--- src/rtl/seq_mul_pkg.sv ---
// ============================================================================
// Module   : seq_mul_pkg
// Brief    : Shared types and constants for the sequential multiplier.
// Revision : 1.0 - initial release
// ============================================================================
`default_nettype none

package seq_mul_pkg;

  localparam int DATA_W = 16;

  // Control-path states; s0 is the controller's power-up wait state.
  typedef enum logic [2:0] {
    S0 = 3'd0,
    S1 = 3'd1,
    S2 = 3'd2,
    S3 = 3'd3,
    S4 = 3'd4
  } ctrl_state_e;

  typedef struct packed {
    logic loadA;
    logic loadB;
    logic decB;
  } cmd_t;

endpackage

`default_nettype wire

--- src/rtl/seq_mul_bcount.sv ---
// ============================================================================
// Module   : seq_mul_bcount
// Brief    : Loadable down-counter for operand B; decrement blocked at zero.
// Revision : 1.0 - initial release
// ============================================================================
`default_nettype none

module seq_mul_bcount
  import seq_mul_pkg::*;
#(
  parameter int WIDTH = DATA_W
) (
  input  logic             clk,
  input  logic             rst_n,
  input  logic             load_i,
  input  logic [WIDTH-1:0] data_i,
  input  logic             dec_i,
  output logic             zero_o,
  output logic             last_o,
  output logic             illegal_o
);

  logic [WIDTH-1:0] count_q;
  logic [WIDTH-1:0] count_d;

  always_comb begin
    count_d = count_q;
    if (load_i) begin
      count_d = data_i;
    end else if (dec_i && !zero_o) begin
      count_d = count_q - {{(WIDTH-1){1'b0}}, 1'b1};
    end
  end

  always_ff @(posedge clk or negedge rst_n) begin
    if (!rst_n) begin
      count_q <= '0;
    end else begin
      count_q <= count_d;
    end
  end

  assign zero_o    = (count_q == '0);
  assign last_o    = (count_q == {{(WIDTH-1){1'b0}}, 1'b1});
  // A decrement request at zero is dropped and flagged instead of wrapping.
  assign illegal_o = dec_i & ~load_i & zero_o;

endmodule

`default_nettype wire

--- src/rtl/seq_mul_datapath.sv ---
// ============================================================================
// Module   : seq_mul_datapath
// Brief    : Repeated-addition multiplier datapath: A, down-counting B, P.
// Revision : 1.0 - initial release
// ============================================================================
`default_nettype none

module seq_mul_datapath
  import seq_mul_pkg::*;
#(
  parameter int WIDTH = DATA_W
) (
  input  logic               clk,
  input  logic               rst_n,
  input  logic [WIDTH-1:0]   data_in,
  input  logic               loadA,
  input  logic               loadB,
  input  logic               decB,
  output logic               zero,
  output logic [2*WIDTH-1:0] product,
  output logic               result_valid,
  output logic               protocol_err
);

  logic [WIDTH-1:0]   a_q, a_d;
  logic [2*WIDTH-1:0] p_q, p_d;
  logic               valid_q, valid_d;
  logic               err_q, err_d;

  logic w_step;
  logic w_accum;
  logic w_zero;
  logic w_last;
  logic w_b_illegal;

  // A load always wins over a simultaneous decrement.
  assign w_step  = decB & ~loadA & ~loadB;
  assign w_accum = w_step & ~w_zero;

  seq_mul_bcount #(
    .WIDTH (WIDTH)
  ) u_bcount (
    .clk       (clk),
    .rst_n     (rst_n),
    .load_i    (loadB),
    .data_i    (data_in),
    .dec_i     (w_step),
    .zero_o    (w_zero),
    .last_o    (w_last),
    .illegal_o (w_b_illegal)
  );

  always_comb begin
    a_d     = a_q;
    p_d     = p_q;
    valid_d = valid_q;
    err_d   = err_q | (decB & (loadA | loadB)) | w_b_illegal;

    if (loadA) begin
      a_d     = data_in;
      valid_d = 1'b0;
    end
    if (loadB) begin
      p_d     = '0;
      valid_d = (data_in == '0);
    end else if (w_accum) begin
      p_d = p_q + {{WIDTH{1'b0}}, a_q};
      if (w_last) begin
        valid_d = 1'b1;
      end
    end
  end

  always_ff @(posedge clk or negedge rst_n) begin
    if (!rst_n) begin
      a_q     <= '0;
      p_q     <= '0;
      valid_q <= 1'b0;
      err_q   <= 1'b0;
    end else begin
      a_q     <= a_d;
      p_q     <= p_d;
      valid_q <= valid_d;
      err_q   <= err_d;
    end
  end

  assign zero         = w_zero;
  assign product      = p_q;
  assign result_valid = valid_q;
  assign protocol_err = err_q;

endmodule

`default_nettype wire
--- config.mk ---
export PLATFORM = sky130hd
export DESIGN_NAME = seq_mul_datapath
export DESIGN_NICKNAME = d
export VERILOG_FILES = /design/src/rtl/seq_mul_pkg.sv /design/src/rtl/seq_mul_bcount.sv /design/src/rtl/seq_mul_datapath.sv
export SDC_FILE = /design/constraint.sdc
export NUM_CORES = 1
export LEC_CHECK = 0
export BUFFER_PORTS_ARGS = -buffer_cell sky130_fd_sc_hd__buf_2
export CAP_MARGIN = 10
export CORE_UTILIZATION = 35
export CTS_CLUSTER_SIZE = 8
export DETAILED_ROUTE_END_ITERATION = 10
export GPL_TIMING_DRIVEN = 1
export PLACE_DENSITY_LB_ADDON = 0.05
export SYNTH_ARGS = -nofsm -noshare
export SYNTH_HDL_FRONTEND = slang
export SYNTH_SLANG_ARGS = --single-unit
--- constraint.sdc ---
create_clock -name clk -period 3.46 [get_ports clk]
set_input_delay 0.692 -clock clk [delete_from_list [all_inputs] [get_ports clk]]
set_output_delay 0.692 -clock clk [all_outputs]
set_load 0.005 [all_outputs]
; ---- Yosys cells after proc, flatten, opt, wreduce, memory -nomap -nowiden
; Index checks and enable logic that the tools add are counted.
[classes]
n_addsub = 2
eq_ne = 1
n_mux = 8
bitwise = 12
reduce_logical = 6
[ops]
columns = cell, n
row1 = two-way mux 32 bit, 2
row2 = adder 32 x 16 -> 32 bit, 1
row3 = zero test 16 bit, 2
row4 = two-way mux 16 bit, 2
row5 = "equality test 16 x 1 -> 1 bit, second input constant", 1
row6 = "subtractor 16 x 1 -> 16 bit, second input constant", 1
row7 = bitwise AND 1 bit, 6
row8 = two-way mux 1 bit, 4
row9 = nonzero test 2 bit, 2
row10 = NOT 1 bit, 3
row11 = OR 1 bit, 3
row12 = logical AND 1 bit, 1
row13 = zero test 1 bit, 1
[word_totals]
regBits = 66
input_bits = 21
output_inout_bits = 35
wordCells = 34

; ---- Logic depth before layout (Yosys ltp)
; Gate-level depths: netlist of the first run.
[logic_depth]
ltp_word = 6
depth_mapped = 9
ltp_nobuf = 9

; ---- Cells and area by module
; Synthesis of the first run repeated with hierarchy kept, for this count alone.
[hier_totals]
cells_unflattened = 448
hier_area_um2 = 4117.7
[by_module_without_submodules]
columns = mod, instances, cells_per_inst, area_each_um2, seq_area_each_um2
row1 = seq_mul_datapath, 1, 325, 3064.2, 1251.2
row2 = seq_mul_bcount, 1, 123, 1053.5, 400.4

; ---- Least setup slack after synthesis of the first run
; OpenSTA, ideal clock, no wires.
[synth_path]
kind = register to register
from = register p_q[0] (netlist: product[0])
to = register p_q[24] (netlist: product[24])
setup_time_ns = 0.125
arrival_ns = 2.454
required_ns = 3.335
setup_slack_ns = 0.882
path_stages_with_launch = 10
path_buffers = 0
period_less_slack_ns = 2.578
path_cell_list = dfrtp_1 ha_1 inv_1 fa_1 nor2b_1 o211ai_1 a211oi_2 o21ai_0 a2111oi_0 mux2_2
[synth_via]
elab_chain_cells = 3
[synth_rtl]
columns = element, line_no
row1 = from (decl), seq_mul_datapath.sv:26  ; logic [2*WIDTH-1:0] p_q, p_d;
row2 = from (signal assigned), seq_mul_datapath.sv:82  ; p_q <= p_d;
row3 = adder 32 x 16 -> 32 bit, seq_mul_datapath.sv:67  ; p_d = p_q + {{WIDTH{1'b0}}, a_q};
row4 = two-way mux 32 bit, seq_mul_datapath.sv:66  ; end else if (w_accum) begin
row5 = two-way mux 32 bit, seq_mul_datapath.sv:63  ; if (loadB) begin
; No other way between the ends. The select of a mux whose other input is x is not followed.
; A chain may end at the register's enable or synchronous reset.

; ---- Worst setup path after layout of the first run
; Ends and elaborated chain as after synthesis.

==> impl_results.md, run 1 <==
- Outcome: complete, no violations
- Max stage delay cell, worst path: a2111oi_0
- Reg2reg end: product[24]$_DFFE_PN0P_
- GR Overflow Total: 0
- Vias in the first global route: 3387
- Area grow syn2layout: 16.7%
- Detailed placement HPWL: 8150 µm
- Post-CTS Repair Setup Buffers: 0
- Port Buffer Count: 55
- Critical Path RT: 3680 ps
- CP endpoint kind: register
- Root Driver: clkbuf_16
- Synth area leader: dfrtp_1
- Largest net degree at the start of global routing: 46
- Routed len/inst: between 15 and 20 µm
- Hold Buf Count CTS: 0
- Hold Vio Cnt, Final: 0
- Post-synthesis cell count: 443
- Area occupied by multi-input gates: between 0.002 and 0.0025 mm²
- RSZ-0062 raised after global routing: no
- Slew Limit Fails: 0
- Crit-path max cell delay: 480 ps
- Setup ws final: between 500 and 600 ps
- Critical path destination: product[24]$_DFFE_PN0P_
- CTS resizes: 0
- GRT Overall Usage: 19.1%
- TritonCTS buffer count: 9
- Antenna viol nets, final: 0
- Final setup viols: 0
- Relative slew slack: between 40% and 50%
- Count of cell types in the netlist: 56
- Critical path arrival: just over 3000 ps
- Setup Crit Path Kind: reg2reg
- PD cells: 450 mW/mm²
- Pleak: 0.00215 µW
- Post-route minimum period: 2880 ps
- Final WL: 10900 µm
- Site Rows: 39
- Die Span Y: about 110 µm
- Clock sinks: 66
- Worst-path clk slew: about 50 ps
- Register Area: 0.00165 mm²
- CTS tree: built
- Hold Path Class: in2async
- Total number of vias: 3505
- EDFF count, synth: 0
- R2R cell count: 9
- Core Box Area: 0.0115 mm²
- Worst-margin pin slew: 750 ps
- Largest family of logic cells by synthesized area: simple AND/OR/NAND/NOR gates
- Die area: 0.0123 mm²
- CTS H-Tree Depth: 3
- Fillers: between 1000 and 1500
- Start point of the critical path: product[0]$_DFFE_PN0P_
- Via/cell ratio: 5.48
- Ys Warns: 0
- Worst-Skew Late Latency: 340 ps
- Largest cells by area after synthesis: dfrtp_1, mux2_2, ha_1
- Internal reg-to-reg setup slack: 580 ps
- Syn_nets: 484
- RD Place Congestion: 0.793
- Fin Setup TNS: 0 ps
- Layout cells sized above 1: 23.3%
- Simple-Gate Fraction of Synth Area: 20.4%
- Commonest register cell after synthesis: dfrtp_1
- # DRC: 0
- Synth Area in Compound Gates: between 10% and 20%
- Number of max-cap violations: 0
- Yosys top cell area share: 39.9%
- First DRT Iteration DRCs: ~150
- Yosys reg bits: 66
- I/O pin total: 56
- Initial core utilization: 36.1%
- Die width: 111 µm
- Layout Nets: 534
- Number of antenna diodes: 0
- Synth Area in Adders: 6.22%
- Sequential area share after synthesis: 39.9%
- Synthesized area: 0.00414 mm²
- Worst path cell trace: ha_1 -> inv_1 -> fa_1 -> nor2b_1 -> o211ai_1 -> a211oi_2 -> o21ai_0 -> a2111oi_0 -> mux2_2
- Period utilization: 83.2%
- Worst R2R Start: product[0]$_DFFE_PN0P_
- Maximum clock insertion buffer count: 2
- DR pass1 iterations: 4
- Mapped Avg Cell Area: 9.35 µm²
- Fmax achieved: 348 MHz
- Xor-xnor portion of the synthesized cell area: 2.96%
- Initial antenna violation count: 0
- Post-synthesis mux area share: 7.79%
- Pre-CTS WS: 573 ps
- Clock skew: 6.50 ps
- Peak supply drop: roughly 170 µV
- Async S/R FF share, synth: 100%
- Worst-path fanout max: 4
- Crit path launch type: register
- First-pass GRT wire length: 18300 µm
report_power, final:
group	internal (µW)	switching, µW	leakage, µW	total, µW
combinational	177	253	0.00117	431
sequential	831	60.8	0.000844	892
clock	516	336	0.000138	852
cells in the mapped netlist (3+ instances only):
cell,number
mux2_2,25
a31oi_1,5
nor4_1,5
mux2i_1,3
clkbuf_1,15
o311ai_0,6
o31ai_1,3
nand2_1,40
o21ai_0,29
and2_1,3
xor2_1,9
nor2_1,31
a31o_2,5
xnor2_1,5
nand3_1,28
a221o_1,3
a21oi_1,28
a21o_1,9
dfrtp_1,66
nand4_1,17
o21a_1,6
and3_1,4
o21bai_1,3
nor3_1,8
ha_1,19
o211ai_1,5
nor2b_1,12
buf_2,6
inv_1,10
worst min-delay path by stage:
stage	slack, ps	to	cells after the start	start
floorplan	400	a_q[0]$_DFFE_PN0P_	0	rst_n
global placement	440	protocol_err$_DFF_PN0_	1	protocol_err$_DFF_PN0_
detailed placement	440	protocol_err$_DFF_PN0_	1	protocol_err$_DFF_PN0_
CTS	400	u_bcount.count_q[1]$_DFFE_PN0P_	1	rst_n
global route	430	a_q[5]$_DFFE_PN0P_	1	rst_n
finish	380	product[4]$_DFFE_PN0P_	1	rst_n
through the flow:
stage | util (%) | area [µm²] | cells | total power, µW | hold WS (ps)
4_1_cts | 42.1 | 4830 | 640 | 2200 | 405
6_report | 42.1 | 4830 | 640 | 2170 | 381
5_1_grt | 42.1 | 4830 | 640 | 2300 | 435
2_1_floorplan | - | 4140 | 443 | 1190 | 396
3_5_place_dp | 39.8 | 4560 | 625 | 1340 | 441
3_3_place_gp | 39.8 | 4560 | 625 | 1340 | 438
registers in the layout, indices dropped and copies added (netlist names):
register and cells:
a_q 16, product 32, protocol_err 1, result_valid 1, u_bcount.count_q 16
routing by layer:
metal  global-route usage, %  vias to the layer above  part of all wire (%)
li1                        -                     1753                     -
met1                    27.4                     1676                    52
met2                    28.4                       64                    43
met3                    3.23                       12                   2.7
met4                    8.00                        0                   1.9
met5                       0                        -                     0
logic make-up (layout without fill, tap and decap cells):
kind of cell | after synthesis | count (layout)
simple gates | 162 | 162
compound gates | 116 | 116
flops | 66 | 66
buf+inv | 36 | 90
mux | 29 | 29
fa+ha+maj | 20 | 20
xor+xnor | 14 | 14
cells in the final DEF (no fill, tap or decap), types with 4 or more instances in the layout:
master,count
dfrtp_1,66
buf_2,55
nand2_1,40
nor2_1,31
o21ai_0,29
nand3_1,28
a21oi_1,28
mux2_2,25
ha_1,19
nand4_1,17
nor2b_1,12
inv_1,10
a21o_1,9
xor2_1,9
clkbuf_16,9
buf_4,9
nor3_1,8
o21a_1,6
o311ai_0,6
nor4_1,5
o211ai_1,5
a31o_2,5
xnor2_1,5
and3_1,4
a31oi_1,4
critical path: cells and delay by family (launching register included):
kind	cells	cell delay [ps]
simple gates	1	200
mux	1	380
flops	1	360
fa+ha+maj	2	560
buf+inv	1	50
compound gates	4	1210
area by class of cell:
cell class | count | share of cell area (%)
timing repair buffer | 64 | 7.09
multi-input combinational | 341 | 48.6
clock buffer | 12 | 5.31
clock inverter | 3 | 0.311
inverter | 11 | 0.854
tap | 143 | 3.70
sequential | 66 | 34.2
Power figures use the tool's default switching activity.
==> run 2: changes to the inputs <==
==> constraint.sdc (replaced) <==
create_clock -name clk -period 2.55 [get_ports clk]
set_input_delay 0.51 -clock clk [delete_from_list [all_inputs] [get_ports clk]]
set_output_delay 0.51 -clock clk [all_outputs]
set_load 0.005 [all_outputs]
==> impl_results.md, run 2 (synthesis gave the netlist of run 1 again) <==
- Slew Limit Fails: 0 (unchanged)
- # DRC: 0 (unchanged)
- Hold Path Class: in2async (unchanged)
- Total number of vias: 3702 (was 3505)
- RSZ-0062 raised after global routing: yes (was no)
- Worst-path fanout max: 3 (was 4)
- Number of max-cap violations: 0 (unchanged)
- GR Overflow Total: 0 (unchanged)
- Area grow syn2layout: 26.5% (was 16.7%)
- Layout cells sized above 1: 31.1% (was 23.3%)
- Most frequent cells in the layout: dfrtp_1, buf_2, nand2_1 (unchanged)
- Vias in the first global route: 3696 (was 3387)
- Number of antenna diodes: 0 (unchanged)
- GRT Overall Usage: 20.8% (was 19.1%)
- First-pass GRT wire length: 19900 µm (was 18300 µm)
- Failing checks: setup timing
- Via/cell ratio: 5.55 (was 5.48)
- Critical path arrival: 2790 ps (was 3100 ps)
- Clock sinks: 66 (unchanged)
- Worst-path clk slew: 50 ps (about the same)
- Maximum clock insertion buffer count: 2 (unchanged)
- Layout Nets: 560 (was 534)
- Root Driver: clkbuf_16 (unchanged)
- Layout Cells excl Fill: 667 (was 640)
- GRT busiest layer: met1 (was met2)
- Largest net degree at the start of global routing: 67 (was 46)
- Setup Crit Path Kind: reg2reg (unchanged)
- Commonest non-fill, non-tap cell in the layout: dfrtp_1 (unchanged)
- Critical Path RT: 2780 ps (was 3680 ps)
- Post-route minimum period: 2570 ps (was 2880 ps)
- DR pass1 iterations: 5 (was 4)
- TritonCTS buffer count: 9 (unchanged)
- Clock skew: 7.21 ps (was 6.50 ps)
- Detailed placement HPWL: 8620 µm (was 8150 µm)
- Antenna viol nets, final: 0 (unchanged)
- Worst path cell trace: ha_2 -> inv_2 -> fa_2 -> nor2b_2 -> o211ai_1 -> a211oi_2 -> o21ai_2 -> a2111oi_4 -> mux2_4 (was ha_1 -> inv_1 -> fa_1 -> nor2b_1 -> o211ai_1 -> a211oi_2 -> o21ai_0 -> a2111oi_0 -> mux2_2)
- Final setup viols: 1 (was 0)
- Met2 Use GR: 30.2% (was 28.4%)
- R2R cell count: 9 (unchanged)
- Crit-path leading delay family: compound AO/OA/AOI/OAI gates (unchanged)
- Outcome: complete, but fails checks (was complete, no violations)
- Hold Vio Cnt, Final: 0 (unchanged)
- Crit-path max cell delay: 440 ps (was 480 ps)
- CP endpoint kind: register (unchanged)
- Peak supply drop: 368 µV (was 168 µV)
- Post-Place Cells: 647 (was 625)
- Initial antenna violation count: 0 (unchanged)
- I/O pin total: 56 (unchanged)
- Pre-CTS WS: -80.1 ps (was 573 ps)
- Fmax achieved: 389 MHz (was 348 MHz)
- Routed len/inst: 18.5 µm (was 17.0 µm)
- CTS H-Tree Depth: 3 (unchanged)
- Internal reg-to-reg setup slack: -20 ps (was 580 ps)
- Pleak: 0.00229 µW (was 0.00215 µW)
- PD cells: 600 mW/mm² (was 450 mW/mm²)
- Die area: 0.0123 mm² (unchanged)
- Relative slew slack: 43.8% (was 49.8%)
- Die Span Y: 111 µm (unchanged)
- Grt met3 use: 3.50% (was 3.23%)
- Period utilization: 101% (was 83.2%)
- Core Box Area: 0.0115 mm² (unchanged)
- RD Place Congestion: 0.845 (was 0.793)
- First DRT Iteration DRCs: 161 (was 152)
- Max reg flops: 32 (unchanged)
- Worst-Skew Late Latency: 340 ps (about the same)
- Die width: 111 µm (unchanged)
- Port Buffer Count: 55 (unchanged)
- Logic depth of the worst path, buffers included: 9 (unchanged)
- Initial core utilization: 36.1% (unchanged)
- Worst-margin pin slew: 842 ps (was 750 ps)
- Buffers and inverters on the worst path: 1 (unchanged)
- Max stage delay cell, worst path: a2111oi_4 (was a2111oi_0)
- Crit path launch type: register (unchanged)
- Met1 GRT Util: 30.2% (was 27.4%)
- Final WL: 12300 µm (was 10900 µm)
- Setup ws final: -18.7 ps (was 583 ps)
- CTS tree: built (unchanged)
- Site Rows: 39 (unchanged)
## run 2: cell types whose count changed in the layout (fill, tap and decap cells not counted), moves of 2 or more
| cell | before | now |
|---|---|---|
| clkbuf_8 | 2 | 0 |
| a2111oi_0 | 2 | 0 |
| ha_4 | 0 | 2 |
| a2111oi_4 | 1 | 3 |
| buf_4 | 9 | 31 |
| a21oi_2 | 0 | 5 |
| mux2_2 | 25 | 20 |
| a21oi_1 | 28 | 19 |
| a21oi_4 | 0 | 4 |
| buf_6 | 0 | 3 |
| mux2_4 | 0 | 5 |
| ha_1 | 19 | 16 |
## run 2: path summary, 6_finish.rpt
path                                              from                                to
min in group clk                                  decB            protocol_err$_DFF_PN0_
worst max register to register  product[0]$_DFFE_PN0P_           product[24]$_DFFE_PN0P_
worst min-delay path                             rst_n                a_q[6]$_DFFE_PN0P_
worst min register to register  protocol_err$_DFF_PN0_            protocol_err$_DFF_PN0_
max in group asynchronous                        rst_n  u_bcount.count_q[11]$_DFFE_PN0P_
worst max-delay path            product[0]$_DFFE_PN0P_           product[24]$_DFFE_PN0P_
## run 2: report_power, final
part | switching [µW] | leakage, µW | internal (µW)
Sequential | 88.7 | 0.000844 | 1130
Clock | 478 | 0.000142 | 750
Combinational | 397 | 0.00131 | 303
## run 2: cell type report
| class | instances | area, µm² |
|---|---|---|
| Fill cell | 1156 | 6230 |
| Multi-Input combinational cell | 341 | 2520 |
| Sequential cell | 66 | 1650 |
| Timing Repair Buffer | 90 | 562 |
| Clock buffer | 10 | 229 |
| Tap cell | 143 | 179 |
| Clock inverter | 6 | 57.6 |
| Inverter | 11 | 41.3 |
## run 2: timing repair
item	CTS	global route
resized for setup	7	28
setup buffers	0	4
endpoints found under the setup margin	6	22
gates cloned	0	0
hold buffers	0	0
pin swaps	2	12
## run 2: per-stage QoR
| stage | area [µm²] | hold WS [ps] | TNS [ps] | util, % | total power [µW] |
|---|---|---|---|---|---|
| 2_1_floorplan | 4150 | 214 | 0 | - | 1620 |
| 6_report | 5240 | 166 | -18.7 | 45.7 | 3140 |
| 3_5_place_dp | 4740 | 440 | -266 | 41.4 | 1880 |
| 4_1_cts | 5080 | 203 | -17.0 | 44.3 | 3140 |
| 5_1_grt | 5240 | 222 | -454 | 45.7 | 3320 |
| 3_3_place_gp | 4740 | 437 | -226 | 41.4 | 1880 |
## run 2: routing by layer
| metal | vias up | wire (µm) |
|---|---|---|
| li1 | 1800 | - |
| met1 | 1814 | 6360 |
| met2 | 66 | 5340 |
| met3 | 22 | 341 |
| met4 | 0 | 284 |
| met5 | - | 0 |
